===== src/rtl/fp_pkg.sv =====
// fp_pkg: shared FSM state encoding, default widths and constants for fp_addsub_seq
//   MANT_W_DEF / EXP_W_DEF : default mantissa / exponent widths
//   EXP_MAX                : largest representable exponent at the default width
//   MANT_ONE               : mantissa value 1.0 (lowest integer bit) at the default width
package fp_pkg;
  localparam int MANT_W_DEF = 16;
  localparam int EXP_W_DEF = 8;
  localparam int EXP_MAX = (1 << EXP_W_DEF) - 1;
  localparam int MANT_ONE = 1 << (MANT_W_DEF - 2);
  typedef enum logic [2:0] {IDLE, CMP, ALIGN, ADD, NORM, DONE} state_t;
endpackage


===== src/rtl/fp_mag_addsub.sv =====
// fp_mag_addsub: combinational signed-magnitude add/subtract of two aligned mantissas
//   a, b   : magnitudes (b already aligned to a's exponent)
//   sa, sb : effective signs of a and b
//   sum    : MANT_W+1-bit magnitude result (carry kept)
//   sgn    : result sign (sign of the larger magnitude when signs differ)
module fp_mag_addsub import fp_pkg::*; #(
  parameter int MANT_W = MANT_W_DEF
) (
  input  logic [MANT_W-1:0] a,
  input  logic [MANT_W-1:0] b,
  input  logic              sa,
  input  logic              sb,
  output logic [MANT_W:0]   sum,
  output logic              sgn
);
  logic ge;
  assign ge = a >= b;
  assign sum = (sa == sb) ? {1'b0, a} + {1'b0, b} : ge ? {1'b0, a} - {1'b0, b} : {1'b0, b} - {1'b0, a};
  assign sgn = (sa == sb || ge) ? sa : sb;
endmodule


===== src/rtl/fp_addsub_seq.sv =====
// fp_addsub_seq: multi-cycle floating-point add/subtract (compare, align, add, normalize)
//   clk, rst                 : clock, asynchronous active-high reset
//   in_valid / in_ready      : operand handshake (ready only in IDLE)
//   inp1/sgn1/exp1, inp2/sgn2/exp2 : operand magnitude, sign, exponent
//   sub                      : 1 -> op1-op2, 0 -> op1+op2
//   out_valid / out_ready    : result handshake (results held while waiting)
//   out, sgnout, outexp      : result magnitude, sign, exponent
//   ovf, unf, zero           : exponent overflow, exponent underflow, zero result
module fp_addsub_seq import fp_pkg::*; #(
  parameter int MANT_W = MANT_W_DEF,
  parameter int EXP_W = EXP_W_DEF
) (
  input  logic              clk,
  input  logic              rst,
  input  logic              in_valid,
  output logic              in_ready,
  input  logic [MANT_W-1:0] inp1,
  input  logic [MANT_W-1:0] inp2,
  input  logic              sgn1,
  input  logic              sgn2,
  input  logic [EXP_W-1:0]  exp1,
  input  logic [EXP_W-1:0]  exp2,
  input  logic              sub,
  output logic              out_valid,
  input  logic              out_ready,
  output logic [MANT_W-1:0] out,
  output logic              sgnout,
  output logic [EXP_W-1:0]  outexp,
  output logic              ovf,
  output logic              unf,
  output logic              zero
);
  localparam int EMAX_I = (EXP_W == EXP_W_DEF) ? EXP_MAX : (1 << EXP_W) - 1;
  localparam int ONE_I = (MANT_W == MANT_W_DEF) ? MANT_ONE : 1 << (MANT_W - 2);
  localparam logic [EXP_W-1:0] EMAX = EXP_W'(EMAX_I);
  localparam logic [MANT_W:0] ONE = (MANT_W + 1)'(ONE_I);
  localparam logic [EXP_W-1:0] E1 = EXP_W'(1);
  state_t state, state_n;
  // ma/ea/sa hold operand A; after ADD, ea/sa are reused as the result exponent/sign
  logic [MANT_W-1:0] ma, mb, ma_n, mb_n, out_n;
  logic [EXP_W-1:0] ea, eb, ea_n, eb_n, diff, diff_n, outexp_n, d;
  logic sa, sb, sa_n, sb_n, sgnout_n, ovf_n, unf_n, zero_n;
  logic [MANT_W:0] sum, sum_n, sum_w;
  logic sgn_w, swap, far;
  fp_mag_addsub #(.MANT_W(MANT_W)) u_mag (
    .a(ma),
    .b(mb),
    .sa(sa),
    .sb(sb),
    .sum(sum_w),
    .sgn(sgn_w)
  );
  assign in_ready = state == IDLE && !rst;
  assign out_valid = state == DONE;
  assign swap = eb > ea || (eb == ea && mb > ma);
  assign d = swap ? eb - ea : ea - eb;
  // B would be shifted out entirely: drop it and skip alignment
  assign far = int'(d) >= MANT_W;
  always_comb begin
    state_n = state;
    ma_n = ma;
    mb_n = mb;
    ea_n = ea;
    eb_n = eb;
    sa_n = sa;
    sb_n = sb;
    diff_n = diff;
    sum_n = sum;
    out_n = out;
    outexp_n = outexp;
    sgnout_n = sgnout;
    ovf_n = ovf;
    unf_n = unf;
    zero_n = zero;
    case (state)
      IDLE: if (in_valid) begin
        state_n = CMP;
        ma_n = inp1;
        ea_n = exp1;
        sa_n = sgn1;
        mb_n = inp2;
        eb_n = exp2;
        sb_n = sgn2 ^ sub;
        ovf_n = 1'b0;
        unf_n = 1'b0;
        zero_n = 1'b0;
      end
      CMP: begin
        ma_n = swap ? mb : ma;
        ea_n = swap ? eb : ea;
        sa_n = swap ? sb : sa;
        mb_n = far ? '0 : swap ? ma : mb;
        eb_n = swap ? ea : eb;
        sb_n = swap ? sa : sb;
        diff_n = far ? '0 : d;
        state_n = (far || d == '0) ? ADD : ALIGN;
      end
      ALIGN: begin
        mb_n = diff != '0 ? mb >> 1 : mb;
        diff_n = diff != '0 ? diff - E1 : diff;
        state_n = diff <= E1 ? ADD : ALIGN;
      end
      ADD: begin
        sum_n = sum_w;
        sa_n = sgn_w;
        state_n = NORM;
      end
      NORM: begin
        if (|sum[MANT_W:MANT_W-1]) begin
          if (ea == EMAX) begin
            ovf_n = 1'b1;
            out_n = '1;
            outexp_n = EMAX;
            sgnout_n = sa;
            state_n = DONE;
          end else begin
            sum_n = sum >> 1;
            ea_n = ea + E1;
          end
        end else if (!(|(sum & ONE)) && sum != '0) begin
          if (ea == '0) begin
            unf_n = 1'b1;
            out_n = sum[MANT_W-1:0];
            outexp_n = '0;
            sgnout_n = sa;
            state_n = DONE;
          end else begin
            sum_n = sum << 1;
            ea_n = ea - E1;
          end
        end else begin
          zero_n = sum == '0;
          out_n = sum[MANT_W-1:0];
          outexp_n = sum == '0 ? '0 : ea;
          sgnout_n = sa && sum != '0;
          state_n = DONE;
        end
      end
      DONE: state_n = out_ready ? IDLE : DONE;
      default: state_n = IDLE;
    endcase
  end
  always_ff @(posedge clk or posedge rst)
    if (rst) state <= IDLE;
    else state <= state_n;
  always_ff @(posedge clk or posedge rst) begin
    if (rst) begin
      ma <= '0;
      mb <= '0;
      ea <= '0;
      eb <= '0;
      sa <= 1'b0;
      sb <= 1'b0;
      diff <= '0;
      sum <= '0;
      out <= '0;
      outexp <= '0;
      sgnout <= 1'b0;
      ovf <= 1'b0;
      unf <= 1'b0;
      zero <= 1'b0;
    end else begin
      ma <= ma_n;
      mb <= mb_n;
      ea <= ea_n;
      eb <= eb_n;
      sa <= sa_n;
      sb <= sb_n;
      diff <= diff_n;
      sum <= sum_n;
      out <= out_n;
      outexp <= outexp_n;
      sgnout <= sgnout_n;
      ovf <= ovf_n;
      unf <= unf_n;
      zero <= zero_n;
    end
  end
endmodule


===== config.mk =====
export PLATFORM = sky130hd
export DESIGN_NAME = fp_addsub_seq
export DESIGN_NICKNAME = d
export VERILOG_FILES = /design/src/rtl/fp_pkg.sv /design/src/rtl/fp_mag_addsub.sv /design/src/rtl/fp_addsub_seq.sv
export SDC_FILE = /design/constraint.sdc
export NUM_CORES = 1
export LEC_CHECK = 0
export BUFFER_PORTS_ARGS = -buffer_cell sky130_fd_sc_hd__buf_4
export CAP_MARGIN = 40
export CORE_UTILIZATION = 66
export CTS_CLUSTER_SIZE = 12
export DETAILED_ROUTE_END_ITERATION = 8
export PLACE_DENSITY = 0.87
export SYNTH_ARGS = -nofsm -noshare
export SYNTH_HDL_FRONTEND = slang
export SYNTH_HIERARCHICAL = 1
export SYNTH_SLANG_ARGS = --single-unit

===== constraint.sdc =====
create_clock -name clk -period 7.3 [get_ports clk]
set_input_delay 1.095 -clock clk [delete_from_list [all_inputs] [get_ports clk]]
set_output_delay 1.095 -clock clk [all_outputs]
set_load 0.005 [all_outputs]

# Yosys cells after proc, flatten, opt, wreduce, memory -nomap -nowiden
# Index checks and enable logic that the tools add are counted.
# W data, S select, Z words.
classes:
  n_addsub: 8
  magnitude_cmp: 5
  n_eq_ne: 26
  muxes: 69
  bitwise_logic: 1
  reduce_logical: 34
op_table:
  columns: ["cell", "n"]
  rows:
  - ["$mux W16", 10]
  - ["$mux W8", 16]
  - ["$mux W17", 6]
  - ["$pmux W16 S3", 1]
  - ["$pmux W17 S2", 1]
  - ["$sub A16 B16 Y17", 2]
  - ["$pmux W16 S2", 1]
  - ["$pmux W8 S2", 2]
  - ["$pmux W8 S3", 1]
  - ["$ne A2 B2 Y1 const B", 10]
  - ["$reduce_and A4 Y1", 5]
  - ["$mux W1", 19]
  - ["$mux W3", 6]
  - ["$pmux W3 S6", 1]
  - ["$add A16 B16 Y17", 1]
  - ["$logic_not A17 Y1", 1]
  - ["$reduce_bool A17 Y1", 1]
  - ["$ge A16 B16 Y1", 1]
  - ["$gt A16 B16 Y1", 1]
  - ["$logic_not A8 Y1", 2]
  - ["$sub A8 B1 Y8 const B", 2]
  - ["$sub A8 B8 Y8", 2]
  - ["$ne A3 B3 Y1 const B", 5]
  - ["$reduce_and A3 Y1", 3]
  - ["27 further kinds", 43]
word_totals:
  register_bits: 106
  in_bits: 55
  out_inout_bits: 30
  wordCells: 158

# Depth between registers and ports, before layout
# Gate-level depths: netlist of run 1.
depth:
  depth_word: 8
  depth_mapped: 16
  ltp_nobuf: 14

# By module
# The synthesis of run 1 kept the hierarchy.
by_module_without_submodules:
  columns: ["mod", "instances", "cells_per_inst", "area_each_um2", "seq_area_each_um2"]
  rows:
  - ["fp_addsub_seq", 1, 800, 6852.8, 2652.5]
  - ["fp_mag_addsub", 1, 337, 2368.5, 0.0]

# Least setup slack after synthesis of run 1
# No wires, ideal clock.
synth_timing:
  kind: "register to register"
  from: "register ea[1]"
  to: "register mb[2]"
  setup_time_ns: 0.126
  arrival_ns: 2.953
  required_time_ns: 7.174
  slack_ns: 4.221
  path_stages_with_launch: 12
  n_path_buf: 2
  synth_period_minus_slack_ns: 3.079
  cell_sequence: "dfrtp_1 -> inv_1 -> ha_1 -> nand4_1 -> a2111o_1 -> or4_4 -> and2_1 -> buf_6 -> a31oi_4 -> nor3_4 -> buf_6 -> a221o_1"
synth_via:
  elab_chain_len: 7
  word_cells_on_any_way: 12
  classes_between: "add/sub: 2; order compare: 2; eq/ne: 2; mux: 3; reduce/logical: 3"
synth_rtl:
  columns: ["element", "line_no", "rtl"]
  rows:
  - ["from (decl)", "fp_addsub_seq.sv:41", "logic [EXP_W-1:0] ea, eb, ea_n, eb_n, diff, diff_n, outexp_n, d;"]
  - ["from (signal assigned)", "fp_addsub_seq.sv:165", "ea <= ea_n;"]
  - ["branches (longest 7 deep; another with $gt A8 B8 Y1)", null, null]
  - ["to (signal assigned)", "fp_addsub_seq.sv:164", "mb <= mb_n;"]
  - ["to (decl)", "fp_addsub_seq.sv:40", "logic [MANT_W-1:0] ma, mb, ma_n, mb_n, out_n;"]
# Several ways; the timed one is not identified.
# A chain may end at the register's enable or synchronous reset.

# Worst setup path after layout of run 1
layout_timing:
  from: "register ea[3]"
  to: "register ea[7]"
layout_via:
  elab_chain_len: 5
  word_cells_on_any_way: 17
  classes_between: "add/sub: 2; order compare: 1; eq/ne: 5; mux: 5; reduce/logical: 4"
layout_rtl:
  columns: ["element", "line_no"]
  rows:
  - ["$sub A8 B1 Y8 or $eq A8 B8 Y1 (tied branches)", "fp_addsub_seq.sv:129, fp_addsub_seq.sv:55"]
  - ["$mux W8 or $logic_and A1 B1 Y1 (tied branches)", "fp_addsub_seq.sv:121, fp_addsub_seq.sv:55"]
  - ["$mux W8 or $logic_or A1 B1 Y1 (tied branches)", "fp_addsub_seq.sv:120, fp_addsub_seq.sv:55"]
  - ["$mux W8 or $ne A2 B2 Y1 (tied branches)", null]
  - ["$pmux W8 S3 or $reduce_and A6 Y1 (tied branches)", null]
# Parallel ways exist; a longest one is shown, timed or not. The select of a mux whose other input is x is not followed.

==> qor.txt, run 1 <==
GPL Wtd Cong: 0.941
peak fanout along the critical path: 16
first-iteration detailed-routing DRC count: 1019
Skew-Pair Late Insertion Delay: 0.36 ns
post-layout util: 0.751
die height: 120 um
Via density: 6.41
routed len/inst: 17.6 um
Final WS setup: 3.44 ns
Hold Path Class: register to register
list of most frequent post-synthesis cells: 135 x nand2_1, 112 x a21oi_1, 106 x dfrtp_1
critical path required time: 7.59 ns
highest clock rate: 0.259 GHz
number of flops mapped to enable cells by yosys: 0
Congestion Overflow GR: 0
Initial Utilization: 0.685
vias in the first global route: 8074
ant diodes: 0
sequential share of the synthesized area: 0.288
max-slew violations: 0
Post-DP Area: 9780 sq um
CP Launch Type: register
CP arrival: 4.15 ns
Avg Synthesized Cell Area: 8.11 sq um
initial antenna violation count: 0
largest net degree at the start of global routing: 64
yosys synthesis warning count: 6
synthesis-stage register bit count: 106
final wirelength: 23800 um
measured slew at the worst slew-check pin: 0.896 ns
layout cells sized above 1: 0.123
top cell type's share of synthesized area: 0.288
global-route wire length before repair: 39400 um
post-place setup slack: 3.57 ns
nets: 1322
Synth area leaders: dfrtp_1 29%, ha_1 12%, a21oi_1 6.1%, nand2_1 5.5%, o21ai_0 5.0%
Max Cap Viol: 0
worst reg-to-reg setup slack: 3.44 ns
Synth Cell Area: 9220 sq um
Synth Flop Type: dfrtp_1
CTS tree: yes
post-CTS setup buffer count: 0
Core Area: 13500 sq um
IO Count: 85
Slew headroom: 0.398
Initial DRT Pass Iterations: 7
detailed placement HPWL: 17500 um
hold depth: 2
Hold Path End: out[9]$_DFFE_PP0P_
die width: 120 um
CTS Buf Count: 9
root buf cell: clkbuf_16
Setup CP Type: register to register
HP Start: out[9]$_DFFE_PP0P_
reg2reg end: ea[7]$_DFFE_PP0P_
post-synthesis cell count: 1137
I/O Buffers: 84
CTS Buffer Depth: 2
GRT Overall Usage: 0.341
Reg clk slew, reported paths: 0.08 ns
leading area contributor after synthesis: dfrtp_1
clock skew: 0.0145 ns
CP Capture Type: register
period utilization: 0.529
area grow syn2layout: 9.54%
final instance area: 10100 sq um
Rows: 42
count of cell types in the netlist: 86
Final ANT Viol Nets: 0
Setup TNS: 0 ns
status: completed
endpoints failing hold: 0
H-tree depth: 3
CTS Sinks: 106
Post-synth ARST share: 1.00
DRC: 0
post-CTS sizing: 0
hold_buf cts: 0
most common cell in the netlist: nand2_1
routed via count: 8687
syn nets: 1285
full die area: 14400 sq um
Reg2Reg Depth: 9
r2r startpoint: ea[3]$_DFFE_PP0P_
Finish-stage setup viols: 0
fin crit period: 3.86 ns
critical path launch point: ea[3]$_DFFE_PP0P_
unrepaired setup endpoints after global routing: false
logic make-up after synthesis:
family                     count (synthesis)  share of synthesized area
AOI/OAI and AO/OA                        354                      0.246
and+or+nand+nor                          355                      0.183
adders and majority gates                 93                      0.131
muxes                                     39                     0.0437
xor gates and xnor gates                  29                     0.0275
DFF                                      106                      0.288
buffers and inverters                    161                     0.0815
layer usage:
layer  up-vias  track usage  wire length [um]
met5         -            0                 0
met4         0        0.114               512
met3        43       0.0571              1800
met2       411        0.526             10900
met1      4145        0.486             10600
li1       4088            -                 -
cells in the final DEF (no fill, tap or decap), types with 5 or more instances in the layout:
| cell type | instances |
|---|---|
| o21ai_1 | 9 |
| nor2_1 | 93 |
| a221o_1 | 13 |
| dfrtp_1 | 106 |
| nor3_1 | 23 |
| nand2b_1 | 19 |
| a22oi_1 | 18 |
| o21bai_1 | 10 |
| nand3_1 | 20 |
| xnor2_1 | 22 |
| inv_1 | 90 |
| buf_4 | 91 |
| ha_1 | 87 |
| o22ai_1 | 5 |
| a21o_1 | 9 |
| fa_1 | 6 |
| a221oi_1 | 5 |
| a31oi_1 | 13 |
| xor2_1 | 7 |
| nand2_1 | 135 |
| nand4_1 | 12 |
| a21oi_1 | 112 |
| clkbuf_16 | 9 |
| o31ai_1 | 6 |
| mux2i_1 | 32 |
| nor2b_1 | 11 |
| nor4_1 | 8 |
| and3_1 | 5 |
| a211oi_1 | 11 |
| o211ai_1 | 9 |
| o21ai_0 | 91 |
cell type report:
type / instances / area, sq um
tap: 176 / 220
sequential: 106 / 2650
multi-input combinational: 870 / 5830
timing repair buffer: 93 / 722
fill: 1039 / 3350
clock buffer: 9 / 225
inverter: 94 / 358
clock inverter: 7 / 93.8
registers in the layout, indices dropped and copies added (netlist names), 3 cells and up:
signal,flops
state,3
outexp,8
eb,8
ea,8
mb,16
out,16
ma,16
sum,17
diff,8
worst max path at each step:
stage	end	slack, ns
2_1_floorplan	diff[0]$_DFFE_PP0P_	3.42
3_3_place_gp	ea[7]$_DFFE_PP0P_	3.69
3_5_place_dp	ea[7]$_DFFE_PP0P_	3.57
4_1_cts	ea[7]$_DFFE_PP0P_	3.49
5_1_grt	ea[7]$_DFFE_PP0P_	3.26
6_report	ea[7]$_DFFE_PP0P_	3.44
metrics by stage:
step	cells	hold WS (ns)
after global placement	1336	0.463
after global routing	1355	0.508
final	1355	0.484
after floorplan	1137	0.465
after detailed placement	1339	0.472
after CTS	1355	0.488
worst max-delay path: stages, from the launching register on:
cell,delay (ns)
dfrtp_1,0.50
inv_1,0.10
ha_1,0.59
nand4_4,0.19
a2111o_1,0.43
or4_4,0.57
and2_1,0.34
a221oi_4,0.73
o21bai_1,0.21
o2bb2ai_1,0.12
Power of run 1 is not shown: default switching activity piles up to over one toggle a cycle in this logic, so the estimate is an artifact.
==> inputs of run 2 (changes only) <==
--- a/config.mk
+++ b/config.mk
@@ -5,12 +5,13 @@
 export SDC_FILE = /design/constraint.sdc
 export NUM_CORES = 1
 export LEC_CHECK = 0
+export ABC_AREA = 1
 export BUFFER_PORTS_ARGS = -buffer_cell sky130_fd_sc_hd__buf_4
 export CAP_MARGIN = 40
-export CORE_UTILIZATION = 66
+export CORE_UTILIZATION = 56
 export CTS_CLUSTER_SIZE = 12
 export DETAILED_ROUTE_END_ITERATION = 8
-export PLACE_DENSITY = 0.87
+export PLACE_DENSITY = 0.78
 export SYNTH_ARGS = -nofsm -noshare
 export SYNTH_HDL_FRONTEND = slang
 export SYNTH_HIERARCHICAL = 1
==> constraint.sdc (replaced) <==
create_clock -name clk -period 3.4 [get_ports clk]
set_input_delay 0.51 -clock clk [delete_from_list [all_inputs] [get_ports clk]]
set_output_delay 0.51 -clock clk [all_outputs]
set_load 0.005 [all_outputs]
==> run 2 against run 1 <==
  * The flow now finishes with violations (design-rule violations)
  * Flip-flop and latch count stayed put
  * Sequential share of layout area is 3.1 points lower
  * Via count is 22% higher
  * Synthesized cell count is 39% higher
  * Fmax is 29% higher
  * First-iteration DRC count is 1.5% higher
  * Cell area is 13% higher
  * Clock skew hardly changed
  * Final cell count is 38% higher
  * Worst setup slack worse by 3.0 ns
  * Register-to-register slack worse by 3.0 ns
==> qor.txt, run 2 <==
Skew-Pair Late Insertion Delay: 0.36 ns (about the same)
Synth area leaders: dfrtp_1 25%, nand2_1 15%, ha_1 10%, inv_1 8.0%, nand3_1 5.9% (was dfrtp_1 29%, ha_1 12%, a21oi_1 6.1%, nand2_1 5.5%, o21ai_0 5.0%)
status: finished with violations (was completed)
worst reg-to-reg setup slack: 0.41 ns (was 3.44 ns)
top cell type's share of synthesized area: 0.253 (was 0.288)
largest net degree at the start of global routing: 69 (was 64)
max reg flops: 17 (unchanged)
max-slew violations: 0 (unchanged)
full die area: 19200 sq um (was 14400 sq um)
period utilization: 0.880 (was 0.529)
layout cells sized above 1: 0.123 (about the same)
first-iteration detailed-routing DRC count: 1034 (was 1019)
Avg Synthesized Cell Area: 6.62 sq um (was 8.11 sq um)
DRC: 4 (was 0)
CTS Buf Count: 9 (unchanged)
peak fanout along the critical path: 34 (was 16)
I/O Buffers: 84 (unchanged)
post-layout util: 0.631 (was 0.751)
initial antenna violation count: 0 (unchanged)
die height: 139 um (was 120 um)
Post-synth ARST share: 1.00 (unchanged)
global-route wire length before repair: 48600 um (was 39400 um)
reg2reg end: ma[4]$_DFFE_PP0P_ (was ea[7]$_DFFE_PP0P_)
Congestion Overflow GR: 0 (unchanged)
ant diodes: 0 (unchanged)
GPL Wtd Cong: 1.03 (was 0.941)
clock skew: 0.0150 ns (was 0.0145 ns)
root buf cell: clkbuf_16 (unchanged)
nets: 1780 (was 1322)
list of most frequent post-synthesis cells: 430 x nand2_1, 223 x inv_1, 132 x nor2_1 (was 135 x nand2_1, 112 x a21oi_1, 106 x dfrtp_1)
synthesis-stage register bit count: 106 (unchanged)
highest clock rate: 0.334 GHz (was 0.259 GHz)
routed len/inst: 16.0 um (was 17.6 um)
Slew headroom: 0.455 (was 0.398)
Top reg by flops: sum (unchanged)
Setup CP Type: register to register (unchanged)
Via density: 5.68 (was 6.41)
final instance area: 11500 sq um (was 10100 sq um)
Max Cap Viol: 0 (unchanged)
detailed placement HPWL: 23100 um (was 17500 um)
number of flops mapped to enable cells by yosys: 0 (unchanged)
commonest non-fill, non-tap cell in the layout: nand2_1 (unchanged)
measured slew at the worst slew-check pin: 0.817 ns (was 0.896 ns)
Hold Path Class: primary input to async pin (was register to register)
crit-path cells: ha_1, fa_1, o21ai_2, a21boi_4, o21bai_4, nand2_2, nand2_1, nand2_1, inv_2, nand2_4, inv_4, o211ai_1, o21ai_0 (was inv_1, ha_1, nand4_4, a2111o_1, or4_4, and2_1, a221oi_4, o21bai_1, o2bb2ai_1)
sequential share of the synthesized area: 0.253 (was 0.288)
yosys synthesis warning count: 6 (unchanged)
CP Launch Type: register (unchanged)
final wirelength: 29800 um (was 23800 um)
Setup TNS: 0 ns (unchanged)
Post-DP Area: 11100 sq um (was 9780 sq um)
post-CTS setup buffer count: 0 (unchanged)
Initial DRT Pass Iterations: 9 (was 7)
area grow syn2layout: 9.45% (was 9.54%)
Synth Cell Area: 10500 sq um (was 9220 sq um)
Final ANT Viol Nets: 0 (unchanged)
unrepaired setup endpoints after global routing: false (unchanged)
count of cell types in the netlist: 52 (was 86)
most common cell in the netlist: nand2_1 (unchanged)
r2r startpoint: ea[0]$_DFFE_PP0P_ (was ea[3]$_DFFE_PP0P_)
CP Capture Type: register (unchanged)
Buf+Inv Stages, Crit Path: 2 (was 1)
Core Area: 18100 sq um (was 13500 sq um)
endpoints failing hold: 0 (unchanged)
hold_buf cts: 0 (unchanged)
leading area contributor after synthesis: dfrtp_1 (unchanged)
syn nets: 1729 (was 1285)
delay-heaviest family, CP: compound AO/OA/AOI/OAI gates (unchanged)
CTS Buffer Depth: 2 (unchanged)
die width: 139 um (was 120 um)
Synth Flop Type: dfrtp_1 (unchanged)
Initial Utilization: 0.577 (was 0.685)
fin crit period: 2.99 ns (was 3.86 ns)
CTS Sinks: 106 (unchanged)
Slowest-stage cell, CP: dfrtp_1 (was a221oi_4)
Reg2Reg Depth: 13 (was 9)
IO Count: 85 (unchanged)
GRT Overall Usage: 0.315 (was 0.341)
commonest cells after routing, fill and taps aside: 430 x nand2_1, 222 x inv_1, 129 x nor2_1 (was 135 x nand2_1, 112 x a21oi_1, 106 x dfrtp_1)
CP most frequent cell: nand2_1
post-CTS sizing: 0 (unchanged)
CP arrival: 3.27 ns (was 4.15 ns)
vias in the first global route: 9724 (was 8074)
CP peak stage delay: 0.52 ns (was 0.73 ns)
critical path required time: 3.67 ns (was 7.59 ns)
Rows: 49 (was 42)
Finish-stage setup viols: 0 (unchanged)
Hold Slack: 0.306 ns (was 0.484 ns)
routed via count: 10600 (was 8687)
H-tree depth: 3 (unchanged)
post-synthesis cell count: 1581 (was 1137)
failing checks: design-rule violations
CTS tree: yes (unchanged)
Reg clk slew, reported paths: 0.09 ns (was 0.08 ns)
-- run 2: worst max path at each step --
| stage | cells after the start | startpoint | slack [ns] | endpoint |
|---|---|---|---|---|
| finish | 13 | ea[0]$_DFFE_PP0P_ | 0.41 | ma[4]$_DFFE_PP0P_ |
| global route | 13 | ea[0]$_DFFE_PP0P_ | 0.19 | eb[6]$_DFFE_PP0P_ |
| CTS | 13 | ea[0]$_DFFE_PP0P_ | 0.44 | ma[4]$_DFFE_PP0P_ |
| detailed placement | 13 | ea[0]$_DFFE_PP0P_ | 0.47 | ma[4]$_DFFE_PP0P_ |
| global placement | 13 | ea[0]$_DFFE_PP0P_ | 0.53 | ma[4]$_DFFE_PP0P_ |
| floorplan | 1 | rst | 0.10 | diff[0]$_DFFE_PP0P_ |
-- run 2: area by class of cell --
class / count / area, sq um
clock buffer: 9 / 225
clock inverter: 7 / 91.3
fill: 1691 / 6690
inverter: 241 / 917
multi-input combinational: 1175 / 6530
sequential: 106 / 2650
tap: 229 / 287
timing repair buffer: 99 / 756
-- run 2: metrics by stage --
stage | std cells | setup slack [ns]
global route | 1866 | 0.193
finish | 1866 | 0.408
global placement | 1850 | 0.527
floorplan | 1581 | 0.101
detailed placement | 1850 | 0.466
CTS | 1866 | 0.436
-- run 2: logic make-up after synthesis --
| family | Yosys count | synth area share |
|---|---|---|
| XOR/XNOR | 27 | 0.0226 |
| AO/OA/AOI/OAI | 268 | 0.151 |
| adder cells (fa/ha/maj) | 93 | 0.115 |
| buffers and inverters | 300 | 0.124 |
| flip-flops | 106 | 0.253 |
| AND/OR/NAND/NOR | 787 | 0.334 |
-- run 2: metal layers --
layer / track usage / wire (um) / up-vias
met5: 0 / 0 / -
met4: 0.118 / 945 / 0
met3: 0.0501 / 2360 / 67
met2: 0.486 / 13100 / 445
met1: 0.445 / 13400 / 4876
li1: - / - / 5214
-- run 2: worst register-to-register path, delay by kind of cell (launching register included) --
family | cells | cell delay (ns)
AO/OA/AOI/OAI | 5 | 0.81
adder cells (fa/ha/maj) | 2 | 0.73
flip-flops | 1 | 0.52
AND/OR/NAND/NOR | 4 | 0.44
buffers and inverters | 2 | 0.40
Power of run 2 is left out for the same reason.
